[config.mk]
export PLATFORM = sky130hd
export DESIGN_NAME = simple_mem_arbiter
export DESIGN_NICKNAME = d
export VERILOG_FILES = /design/src/rtl/simple_mem_arbiter.sv
export SDC_FILE = /design/constraint.sdc
export NUM_CORES = 1
export LEC_CHECK = 0
export BUFFER_PORTS_ARGS = -buffer_cell sky130_fd_sc_hd__buf_2
export CAP_MARGIN = 25
export CORE_AREA = 3 3 105 107
export DETAILED_ROUTE_END_ITERATION = 8
export DIE_AREA = 0 0 108 110
export SLEW_MARGIN = 30
export SYNTH_ARGS = -nofsm -noshare
export SYNTH_HDL_FRONTEND = slang
export SYNTH_SLANG_ARGS = --single-unit
[constraint.sdc]
create_clock -name clk_i -period 3.06 [get_ports clk_i]
set_input_delay 0.153 -clock clk_i [delete_from_list [all_inputs] [get_ports clk_i]]
set_output_delay 0.153 -clock clk_i [all_outputs]
set_load 0.01 [all_outputs]
[src/rtl/simple_mem_arbiter.sv]
// Fetch/LSU arbiter onto one single-cycle memory port.
// Define ARB_ROUND_ROBIN_EN for round-robin conflicts; default is LSU priority.
module simple_mem_arbiter #(
   parameter int unsigned ADDR_W        = 32,
   parameter bit          RESET_PC_BIAS = 1'b0
) (
   input  logic              clk_i,
   input  logic              rstn_i,
   input  logic              f_req_i,
   input  logic [ADDR_W-1:0] f_addr_i,
   output logic              f_gnt_o,
   output logic              f_rvalid_o,
   output logic [31:0]       f_rdata_o,
   input  logic              flush_i,
   input  logic              l_req_i,
   input  logic              l_we_i,
   input  logic [3:0]        l_be_i,
   input  logic [ADDR_W-1:0] l_addr_i,
   input  logic [31:0]       l_wdata_i,
   output logic              l_gnt_o,
   output logic              l_rvalid_o,
   output logic [31:0]       l_rdata_o,
   output logic              mem_read_o,
   output logic              mem_write_o,
   output logic [ADDR_W-1:0] mem_addr_o,
   output logic [31:0]       mem_wdata_o,
   output logic [3:0]        mem_be_o,
   input  logic [31:0]       mem_rdata_i
);

   localparam logic [1:0] IDLE   = 2'd0;
   localparam logic [1:0] RESP_F = 2'd1;
   localparam logic [1:0] RESP_L = 2'd2;

   logic [1:0] state_q, state_d;
   logic       drop_q, drop_d;
   logic       f_act, l_act;
   logic       f_win, l_win;
   logic       pick_f;

   // Requests are masked by reset so every output is quiet while rstn_i is low.
   assign f_act = rstn_i & f_req_i;
   assign l_act = rstn_i & l_req_i;

`ifdef ARB_ROUND_ROBIN_EN
   logic last_gnt_q;

   // last_gnt_q: 1 = fetch won last, 0 = LSU won last.
   assign pick_f = ~last_gnt_q;

   always_ff @(posedge clk_i or negedge rstn_i) begin
      if (!rstn_i) begin
         last_gnt_q <= RESET_PC_BIAS;
      end else if (f_win | l_win) begin
         last_gnt_q <= f_win;
      end
   end
`else
   logic bias_unused;

   assign bias_unused = RESET_PC_BIAS;
   assign pick_f      = 1'b0;
`endif

   always_comb begin
      f_win = 1'b0;
      l_win = 1'b0;
      unique case (1'b1)
         f_act && l_act: begin
            f_win = pick_f;
            l_win = ~pick_f;
         end
         f_act && !l_act: f_win = 1'b1;
         !f_act && l_act: l_win = 1'b1;
         default: ;
      endcase
   end

   assign f_gnt_o = f_win;
   assign l_gnt_o = l_win;

   always_comb begin
      mem_read_o  = 1'b0;
      mem_write_o = 1'b0;
      mem_addr_o  = '0;
      mem_wdata_o = '0;
      mem_be_o    = '0;
      unique case (1'b1)
         f_win: begin
            mem_read_o = 1'b1;
            mem_addr_o = f_addr_i;
            mem_be_o   = 4'hF;
         end
         l_win: begin
            mem_read_o  = ~l_we_i;
            mem_write_o = l_we_i;
            mem_addr_o  = l_addr_i;
            mem_wdata_o = l_wdata_i;
            mem_be_o    = l_be_i;
         end
         default: ;
      endcase
   end

   always_comb begin
      state_d = IDLE;
      drop_d  = 1'b0;
      unique case (1'b1)
         f_win: begin
            state_d = RESP_F;
            drop_d  = flush_i;
         end
         l_win && !l_we_i: state_d = RESP_L;
         default: ;
      endcase
   end

   always_ff @(posedge clk_i or negedge rstn_i) begin
      if (!rstn_i) begin
         state_q <= IDLE;
         drop_q  <= 1'b0;
      end else begin
         state_q <= state_d;
         drop_q  <= drop_d;
      end
   end

   // A fetch response is lost if flushed at grant time or while returning.
   assign f_rvalid_o = rstn_i & (state_q == RESP_F) & ~drop_q & ~flush_i;
   assign l_rvalid_o = rstn_i & (state_q == RESP_L);
   assign f_rdata_o  = f_rvalid_o ? mem_rdata_i : 32'h0;
   assign l_rdata_o  = l_rvalid_o ? mem_rdata_i : 32'h0;

endmodule
==> summary.md, run 1 <==
| Metric | Value |
|---|---|
| Port bufs | `275` |
| Initial antenna violation count | `0` |
| Type of origin of the critical path | `input pin` |
| Syn Area/Cell | `7.36 um2` |
| Vias per std cell | `4.43` |
| Vias | `2,682` |
| Syn Inst Count | `222` |
| Most common cell in the netlist | `inv_1` |
| Pre-CTS WS | `1.06 ns` |
| Yosys Warn Count | `0` |
| DR iter-0 viols | `159` |
| Die height | `110 um` |
| Die X | `108 um` |
| Leading area contributor after synthesis | `nor4_2` |
| Fmax | `392 MHz` |
| Core area | `10,200 um2` |
| Crit path capture | `f_rdata_o[1]` |
| Post-synth EDFFs | `0` |
| VDD IR max | `0.118 mV` |
| RSZ-0062 raised after global routing | `false` |
| Worst-margin pin slew | `0.925 ns` |
| GP Congestion | `0.850` |
| Arrival time at the worst endpoint | `2.40 ns` |
| Crit Path Class | `input pin to output pin` |
| Final ANT Viol Nets | `0` |
| Synth async-reset ratio | `1.00` |
| First-pass GRT wire length | `11,700 um` |
| Wire per inst | `13.9 um` |
| Post-synth top cells | `inv_1, and3_1, a32o_1, and2_1, nor4_2` |
| Mapped Nets | `360` |
| Io pins | `276` |
| Slew margin rel. | `0.381` |
| Clk pin slew, worst setup/hold paths | `0.03 ns` |
| Synth Flop Type | `dfrtp_1` |
| Overflow after GRT | `0` |
| Sequential area share after synthesis | `0.0459` |
| Die area | `11,900 um2` |
| H-tree levels | `1` |
| Total power | `472 uW` |
| Min-Delay Path Class | `input pin to flip-flop` |
| Critical Path Source | `rstn_i` |
| CTS tree | `yes` |
| Crit. End Element | `output pin` |
| Area share of the largest cell type after synthesis | `0.222` |
| Clk sink count | `3` |
| Num rows | `37` |
| Half-perimeter wire length after placement | `7010 um` |
| Final Setup Violations | `0` |
| Unique masters post-synth | `20` |
| Tcrit/Tclk final | `0.833` |
| Antenna Cells | `0` |
| Final worst slack | `0.510 ns` |
| Starting density of the core | `0.160` |
| DRC | `0` |
| Flops & latches, synth | `3` |
| Critical Path RT | `2.91 ns` |
| Area grow syn2layout | `86.5%` |
| Cts repair resizes | `0` |
| CTS root buf | `clkbuf_8` |
| Leak | `0.00195 uW` |
| Share of cells above drive strength 1 | `0.672` |
| NumNets Final | `608` |
| Status | `completed` |
| Vias in the first global route | `2,410` |
| Final wirelength | `8440 um` |
| Worst Path Max Fanout | `41` |
| Synthesized cell area | `1630 um2` |
| First-pass detailed-route iteration total | `4` |
| Fin. max-slew vios | `0` |
| Max-Cap Viols | `0` |
| Setup TNS | `0 ns` |
| Pin count of the biggest net entering global routing | `42` |
| Hold Vio Cnt, Final | `0` |
| Area contributors post-synth | `nor4_2, a32o_1, and3_1` |
| Power per Cell Area | `155 nW/um2` |
| Global Route Usage Sum | `0.121` |
| Num CTS Buffers | `3` |
| Max Root-Sink Buffers | `2` |
| Final min period | `2.55 ns` |
[worst min-delay path by stage]
stage | start | end | slack [ns] | cells past startpoint
finish | l_we_i | state_q[1] | 0.13 | 2
global placement | rstn_i | drop_q | 0.13 | 1
CTS | l_we_i | state_q[1] | 0.13 | 2
global route | l_we_i | state_q[1] | 0.13 | 2
floorplan | rstn_i | drop_q | -0.14 | 0
detailed placement | rstn_i | state_q[0] | 0.14 | 1
[what timing repair did]
action | 4_1_cts | 5_1_grt
buffers inserted | 0 | 0
hold endpoints to repair | 3 | 0
hold buffers | 1 | 0
[report_power, final]
group          switching [uW]  internal (uW)
Clock                    25.4           88.8
Sequential              0.604           41.4
Combinational             171            145
Total                     197            275
[worst max-delay path, cell delays in order]
cell and delay [ns]:
dlygate4sd3_1 0.54, buf_2 0.46, nand2_2 0.64, nor4_1 0.40
buf_2 0.19
[cell type report]
cell class                      count  area, um2
Timing Repair Buffer              278       1400
Tap cell                          136        170
Inverter                           34        128
Fill cell                        1120       7180
Sequential cell                     3       76.3
Clock buffer                        4       45.0
Multi-Input combinational cell    150       1230
[per-layer routing]
| metal | up-vias | wire length (um) | global-route usage |
|---|---|---|---|
| met5 | - | 0 | 0 |
| met4 | 0 | 19 | 0.00812 |
| met3 | 2 | 816 | 0.0297 |
| met2 | 154 | 4470 | 0.242 |
| met1 | 1233 | 3130 | 0.133 |
| li1 | 1293 | - | - |
[cell usage in the layout, fill, tap and decap left out, drive strengths merged, types with 3 or more instances in the layout]
cell,n
a32o,32
dfrtp,3
a21oi,5
inv,34
clkbuf,4
nor4,32
and3,33
nand2,5
and2,33
buf,277
[stage by stage]
step                      hold slack, ns  cell area [um2]  cells  utilization
after floorplan                   -0.143             1630    222            -
after global placement             0.129             2990    600        0.292
after detailed placement           0.141             2990    600        0.292
after CTS                          0.127             3040    605        0.298
after global routing               0.133             3050    605        0.298
final                              0.132             3050    605        0.298
[flip-flops by register name, indices dropped and copies added (netlist names)]
signal and cells:
drop_q 1, state_q 2
[kinds of logic (layout without fill, tap and decap cells)]
family                 count (synthesis)  count (layout)  synth area share
AO/OA/AOI/OAI                         37              37             0.211
buffers and inverters                 69             316             0.208
flip-flops                             3               3            0.0459
AND/OR/NAND/NOR                      113             113             0.534
No activity file was read; power rests on OpenSTA's default activity.
==> run 2: changes to the inputs <==
--- a/config.mk
+++ b/config.mk
@@ -5,11 +5,12 @@
 export SDC_FILE = /design/constraint.sdc
 export NUM_CORES = 1
 export LEC_CHECK = 0
+export ABC_AREA = 1
 export BUFFER_PORTS_ARGS = -buffer_cell sky130_fd_sc_hd__buf_2
 export CAP_MARGIN = 25
-export CORE_AREA = 3 3 105 107
+export CORE_AREA = 3 3 106 108
 export DETAILED_ROUTE_END_ITERATION = 8
-export DIE_AREA = 0 0 108 110
+export DIE_AREA = 0 0 109 111
 export SLEW_MARGIN = 30
 export SYNTH_ARGS = -nofsm -noshare
 export SYNTH_HDL_FRONTEND = slang
==> constraint.sdc (replaced) <==
create_clock -name clk_i -period 2.55 [get_ports clk_i]
set_input_delay 0.1275 -clock clk_i [delete_from_list [all_inputs] [get_ports clk_i]]
set_output_delay 0.1275 -clock clk_i [all_outputs]
set_load 0.01 [all_outputs]
==> summary.md, run 2 <==
| Metric | Value |
|---|---|
| Status | `completed (unchanged)` |
| Sw frac | `0.409 (was 0.417)` |
| Sequential area share after synthesis | `0.0535 (was 0.0459)` |
| DR iter-0 viols | `135 (was 159)` |
| Area grow syn2layout | `104% (was 86.5%)` |
| Critical path buffers and inverters | `4 (was 3)` |
| Finished Core Util | `0.277 (was 0.298)` |
| CP max-delay cell | `dlygate4sd3_1 (was nand2_2)` |
| Global Route Usage Sum | `0.107 (was 0.121)` |
| Comb pwr share | `0.647 (was 0.669)` |
| Worst Path Max Fanout | `35 (was 41)` |
| Final wirelength | `7370 um (was 8440 um)` |
| Syn Inst Count | `310 (was 222)` |
| HP Start | `l_we_i (unchanged)` |
| Final min period | `2.11 ns` |
| Tcrit/Tclk final | `0.827` |
| Top reg by flops | `state_q (unchanged)` |
| Yosys Warn Count | `0 (unchanged)` |
| Clock group share of total power | `0.257 (was 0.242)` |
| Critical Path Source | `rstn_i (unchanged)` |
| Clk pin slew, worst setup/hold paths | `0.03 ns (about the same)` |
| Hold Vio Cnt, Final | `0 (unchanged)` |
| Arrival time at the worst endpoint | `1.98 ns (was 2.40 ns)` |
| Wire per inst | `10.5 um (was 13.9 um)` |
| First-pass GRT wire length | `10,800 um (was 11,700 um)` |
| Post-synth EDFFs | `0 (unchanged)` |
| Most frequent cells in the layout | `buf_2, nor2_1, nand2_1 (was buf_2, inv_1, and3_1)` |
| Largest family of logic cells by synthesized area | `simple AND/OR/NAND/NOR gates (unchanged)` |
| Min-Delay Path Class | `input pin to flip-flop (unchanged)` |
| Leading area contributor after synthesis | `nor2_1 (was nor4_2)` |
| Unique masters post-synth | `18 (was 20)` |
| Vias per std cell | `3.86 (was 4.43)` |
| Die X | `109 um (was 108 um)` |
| Fin. max-slew vios | `0 (unchanged)` |
| First-pass detailed-route iteration total | `4 (unchanged)` |
| P_int | `310 uW (was 275 uW)` |
| Area contributors post-synth | `nor2_1, nand2_1, inv_1 (was nor4_2, a32o_1, and3_1)` |
| Antenna Cells | `0 (unchanged)` |
| Post-Synth Simple-Gate Area | `0.636 (was 0.534)` |
| GP Congestion | `0.781 (was 0.850)` |
| Num CTS Buffers | `3 (unchanged)` |
| Type of origin of the critical path | `input pin (unchanged)` |
| DRC | `0 (unchanged)` |
| Post-synth top cells | `nor2_1, nand2_1, inv_1, nand4_1, buf_2 (was inv_1, and3_1, a32o_1, and2_1, nor4_2)` |
| H-tree levels | `1 (unchanged)` |
| Crit. End Element | `output pin (unchanged)` |
| NumNets Final | `708 (was 608)` |
| Final ANT Viol Nets | `0 (unchanged)` |
| Die area | `12,100 um2 (was 11,900 um2)` |
| Xor-xnor portion of the synthesized cell area | `0 (unchanged)` |
| Synth Flop Type | `dfrtp_1 (unchanged)` |
| Core area | `10,300 um2 (was 10,200 um2)` |
| Share of cells above drive strength 1 | `0.503 (was 0.672)` |
| Compound-Gate Fraction of Synth Area | `0.00357 (was 0.211)` |
| Largest regs | `state_q (2), drop_q (1) (unchanged)` |
| Critical Path RT | `2.42 ns (was 2.91 ns)` |
| Power per Cell Area | `183 nW/um2 (was 155 nW/um2)` |
| Io pins | `276 (unchanged)` |
| FILL cells | `1,212 (was 1,120)` |
| Num rows | `37 (unchanged)` |
| Largest stage delay, worst path | `0.54 ns (was 0.64 ns)` |
| Setup TNS | `0 ns (unchanged)` |
| VDD IR max | `0.125 mV (was 0.118 mV)` |
| Max-Cap Viols | `0 (unchanged)` |
| Synth async-reset ratio | `1.00 (unchanged)` |
| Register share of total power | `0.097 (was 0.089)` |
| Vias | `2,718 (was 2,682)` |
| P_sw | `214 uW (was 197 uW)` |
| Slew margin rel. | `0.588 (was 0.381)` |
| Final Setup Violations | `0 (unchanged)` |
| Mapped Nets | `448 (was 360)` |
| Syn Area/Cell | `4.53 um2 (was 7.36 um2)` |
| Clk sink count | `3 (unchanged)` |
| Pin count of the biggest net entering global routing | `38 (was 42)` |
| Initial antenna violation count | `0 (unchanged)` |
| Flops & latches, synth | `3 (unchanged)` |
| Starting density of the core | `0.136 (was 0.160)` |
| Post-synthesis adder-cell area fraction | `0 (unchanged)` |
| RSZ-0062 raised after global routing | `false (unchanged)` |
| Crit-path cells | `dlygate4sd3_1, buf_2, buf_4, nand3_1, nand2_1, buf_2 (was dlygate4sd3_1, buf_2, nand2_2, nor4_1, buf_2)` |
| Max reg flops | `2 (unchanged)` |
| Delay-heaviest family, CP | `buffers and inverters (unchanged)` |
| Port bufs | `275 (unchanged)` |
| Post-synthesis mux area share | `0 (unchanged)` |
| Synthesized cell area | `1400 um2 (was 1630 um2)` |
| Max Root-Sink Buffers | `2 (unchanged)` |
| CTS root buf | `clkbuf_8 (unchanged)` |
| Crit Path Class | `input pin to output pin (unchanged)` |
| Die height | `111 um (was 110 um)` |
| Most common cell in the netlist | `nor2_1 (was inv_1)` |
| Worst-margin pin slew | `0.616 ns (was 0.925 ns)` |
| Overflow after GRT | `0 (unchanged)` |
| Half-perimeter wire length after placement | `6250 um (was 7010 um)` |
| Fmax | `474 MHz` |
| Vias in the first global route | `2,487 (was 2,410)` |
| Most numerous cell on the critical path | `buf_2 (unchanged)` |
| Leak | `0.00227 uW (was 0.00195 uW)` |
| Area share of the largest cell type after synthesis | `0.267 (was 0.222)` |
| CTS tree | `yes (unchanged)` |
| Most common cell after layout, fill and taps aside | `buf_2 (unchanged)` |
==> run 2: cell count changes in the layout (fill, tap and decap cells not counted), sizes merged, moves of 5 or more <==
cell,change
nor2,+100
nand2,+71
inv,+38
and2,-33
and3,-33
a32o,-32
nand4,+32
nor4,-32
a21oi,-5
==> run 2: metal layers <==
layer	GRT usage	part of all wire	up-vias
met5	0	0	-
met4	0.0320	0.013	0
met3	0.0175	0.12	6
met2	0.214	0.50	177
met1	0.110	0.37	1115
li1	-	-	1420
==> run 2: area by class of cell <==
class	count	area (um2)	share of cell area
sequential	3	75.1	0.0262
inverter	72	273	0.0953
tap	136	170	0.0594
multi-input combinational	212	898	0.314
timing repair buffer	278	1400	0.490
clock buffer	4	45.0	0.0157
==> run 2: final timing paths <==
check                         endpoint  slack, ns  cells after the start
min in group asynchronous       drop_q       0.30                      2
max                        mem_be_o[1]       0.44                      6
min                         state_q[1]       0.12                      2
max in group asynchronous   state_q[1]       1.69                      3
==> run 2: kinds of logic after synthesis <==
group,count (synthesis)
and+or+nand+nor,211
buffers and inverters,95
DFF,3
AOI/OAI and AO/OA,1
==> run 2: metrics by stage <==
step | setup WS (ns) | area (um2) | std cells | hold WS, ns | total power (uW)
final | 0.442 | 2860 | 705 | 0.123 | 524
after global routing | 0.228 | 2860 | 705 | 0.141 | 578
after CTS | 0.319 | 2860 | 705 | 0.121 | 533
after detailed placement | 0.853 | 2810 | 700 | -0.0398 | 392
after global placement | 0.859 | 2810 | 700 | -0.0370 | 392
after floorplan | 1.50 | 1400 | 310 | -0.168 | 212
==> run 2: repair_timing <==
action                    CTS  global route
hold endpoints to repair    1             0
buffers inserted            0             0
hold buffers                1             0
gates resized for setup     0             0
==> run 2: power by group through the flow <==
stage	Combinational (uW)	Sequential (uW)	Clock [uW]
after global routing	383	50.8	144
after detailed placement	341	51.2	0
after floorplan	161	51.0	0
final	339	50.7	134
after CTS	344	50.7	138
after global placement	341	51.2	0
==> run 3: changes to the inputs <==
--- a/config.mk
+++ b/config.mk
@@ -5,12 +5,12 @@
 export SDC_FILE = /design/constraint.sdc
 export NUM_CORES = 1
 export LEC_CHECK = 0
-export ABC_AREA = 1
+export ABC_AREA = 0
 export BUFFER_PORTS_ARGS = -buffer_cell sky130_fd_sc_hd__buf_2
 export CAP_MARGIN = 25
-export CORE_AREA = 3 3 106 108
+export CORE_AREA = 3 3 105 107
 export DETAILED_ROUTE_END_ITERATION = 8
-export DIE_AREA = 0 0 109 111
+export DIE_AREA = 0 0 108 110
 export SLEW_MARGIN = 30
 export SYNTH_ARGS = -nofsm -noshare
 export SYNTH_HDL_FRONTEND = slang
==> constraint.sdc (replaced) <==
create_clock -name clk_i -period 1.9 [get_ports clk_i]
set_input_delay 0.095 -clock clk_i [delete_from_list [all_inputs] [get_ports clk_i]]
set_output_delay 0.095 -clock clk_i [all_outputs]
set_load 0.01 [all_outputs]
==> summary.md, run 3 (synthesized netlist as in run 1, its figures left out) <==
| Metric | Value |
|---|---|
| WHS | `0.0801 ns (was 0.123 ns)` |
| Met3 usage | `0.0303 (was 0.0175)` |
| Status | `completed (unchanged)` |
| GP Congestion | `0.766 (was 0.781)` |
| Core area | `10,200 um2 (was 10,300 um2)` |
| First-pass GRT wire length | `11,700 um (was 10,800 um)` |
| Slew margin rel. | `0.641 (was 0.588)` |
| Num rows | `37 (unchanged)` |
| Crit Path Class | `input pin to output pin (unchanged)` |
| NumNets Final | `613 (was 708)` |
| Final Setup Violations | `0 (unchanged)` |
| Max reg flops | `2 (unchanged)` |
| Critical Path RT | `1.80 ns (was 2.42 ns)` |
| Leak | `0.00199 uW (was 0.00227 uW)` |
| Post-CTS Setup Bufs | `0 (unchanged)` |
| Total power | `763 uW (was 524 uW)` |
| Clk pin slew, worst setup/hold paths | `0.03 ns (about the same)` |
| Top reg by flops | `state_q (unchanged)` |
| First-pass detailed-route iteration total | `4 (unchanged)` |
| Starting density of the core | `0.160 (was 0.136)` |
| GR Util met2 | `0.222 (was 0.214)` |
| Area grow syn2layout | `90.0% (was 104%)` |
| Clk sink count | `3 (unchanged)` |
| Io pins | `276 (unchanged)` |
| Final ANT Viol Nets | `0 (unchanged)` |
| Min-Delay Path Class | `input pin to flip-flop (unchanged)` |
| H-tree levels | `1 (unchanged)` |
| Global Route Usage Sum | `0.120 (was 0.107)` |
| RSZ-0062 raised after global routing | `false (unchanged)` |
| FF/Latch Area | `76.3 um2 (was 75.1 um2)` |
| Pin count of the biggest net entering global routing | `40 (was 38)` |
| Power per Cell Area | `246 nW/um2 (was 183 nW/um2)` |
| Max-Cap Viols | `0 (unchanged)` |
| Initial antenna violation count | `0 (unchanged)` |
| Max Root-Sink Buffers | `2 (unchanged)` |
| Largest regs | `state_q (2), drop_q (1) (unchanged)` |
| CTS root buf | `clkbuf_8 (unchanged)` |
| Worst-margin pin slew | `0.538 ns (was 0.616 ns)` |
| Most frequent cells in the layout | `buf_2, inv_1, and3_1 (was buf_2, nor2_1, nand2_1)` |
| Final min period | `1.74 ns` |
| GR peak layer | `met2 (unchanged)` |
| Grt met1 use | `0.145 (was 0.110)` |
| Vias in the first global route | `2,423 (was 2,487)` |
| DRC | `0 (unchanged)` |
| Arrival time at the worst endpoint | `1.64 ns (was 1.98 ns)` |
| Num CTS Buffers | `3 (unchanged)` |
| Setup TNS | `0 ns (unchanged)` |
| DR iter-0 viols | `86 (was 135)` |
| Wire per inst | `13.5 um (was 10.5 um)` |
| Worst Path Max Fanout | `34 (was 35)` |
| Die height | `110 um (was 111 um)` |
| Multi-input logic area | `1230 um2 (was 898 um2)` |
| Final wirelength | `8240 um (was 7370 um)` |
| CTS tree | `yes (unchanged)` |
| Die X | `108 um (was 109 um)` |
| Antenna Cells | `0 (unchanged)` |
| Tcrit/Tclk final | `0.915` |
| Vias | `2,633 (was 2,718)` |
| Hold Vio Cnt, Final | `0 (unchanged)` |
| Die area | `11,900 um2 (was 12,100 um2)` |
| VDD IR max | `0.164 mV (was 0.125 mV)` |
| Type of origin of the critical path | `input pin (unchanged)` |
| Overflow after GRT | `0 (unchanged)` |
| Port bufs | `275 (unchanged)` |
| Share of cells above drive strength 1 | `0.673 (was 0.503)` |
| Most common cell after layout, fill and taps aside | `buf_2 (unchanged)` |
| FILL cells | `1,081 (was 1,212)` |
| Fmax | `575 MHz` |
| Crit. End Element | `output pin (unchanged)` |
| Half-perimeter wire length after placement | `6980 um (was 6250 um)` |
| Fin. max-slew vios | `0 (unchanged)` |
| Vias per std cell | `4.32 (was 3.86)` |
run 3: per-layer routing:
layer  up-vias  part of all wire  routed length (um)
met5         -                 0                   0
met4         0            0.0015                  12
met3         2              0.11                 877
met2       150              0.51                4180
met1      1179              0.38                3170
li1       1302                 -                   -
run 3: report_power, final:
part / switching (uW) / leakage (uW) / total, uW / internal, uW
Combinational: 272 / 0.00193 / 512 / 240
Sequential: 1.37 / 0.0000391 / 68.0 / 66.7
Clock: 39.7 / 0.0000228 / 183 / 143
Total: 313 / 0.00199 / 763 / 450
run 3: final timing paths:
check                      cells past startpoint    from  slack (ns)          to
max in group asynchronous                      2  rstn_i        1.44  state_q[1]
max                                            6  rstn_i        0.16     f_gnt_o
min in group asynchronous                      2  rstn_i        0.28  state_q[1]
min                                            2  l_we_i        0.08  state_q[1]
run 3: cell type report:
class	instances	area share
clock buffer	4	0.0145
inverter	34	0.0411
multi-input combinational	150	0.396
sequential	3	0.0246
tap	136	0.0548
timing repair buffer	283	0.469
run 3: what timing repair did:
item,4_1_cts,5_1_grt
endpoints found under the hold margin,3,0
hold buffers,1,0
gates resized for setup,0,3
endpoints found under the setup margin,0,9
run 3: worst max-delay path, cell delays in order:
cell and delay, ns:
dlygate4sd3_1 0.54, buf_2 0.21, buf_4 0.29, inv_1 0.18, nor2_1 0.17, buf_2 0.16
run 3: per-stage QoR:
step | cell area [um2] | setup slack [ns] | cells | util
2_1_floorplan | 1630 | 0.661 | 222 | -
3_3_place_gp | 3040 | 0.340 | 605 | 0.297
3_5_place_dp | 3040 | 0.292 | 605 | 0.297
4_1_cts | 3090 | 0.0632 | 610 | 0.302
5_1_grt | 3110 | 0.00854 | 610 | 0.304
6_report | 3110 | 0.161 | 610 | 0.304
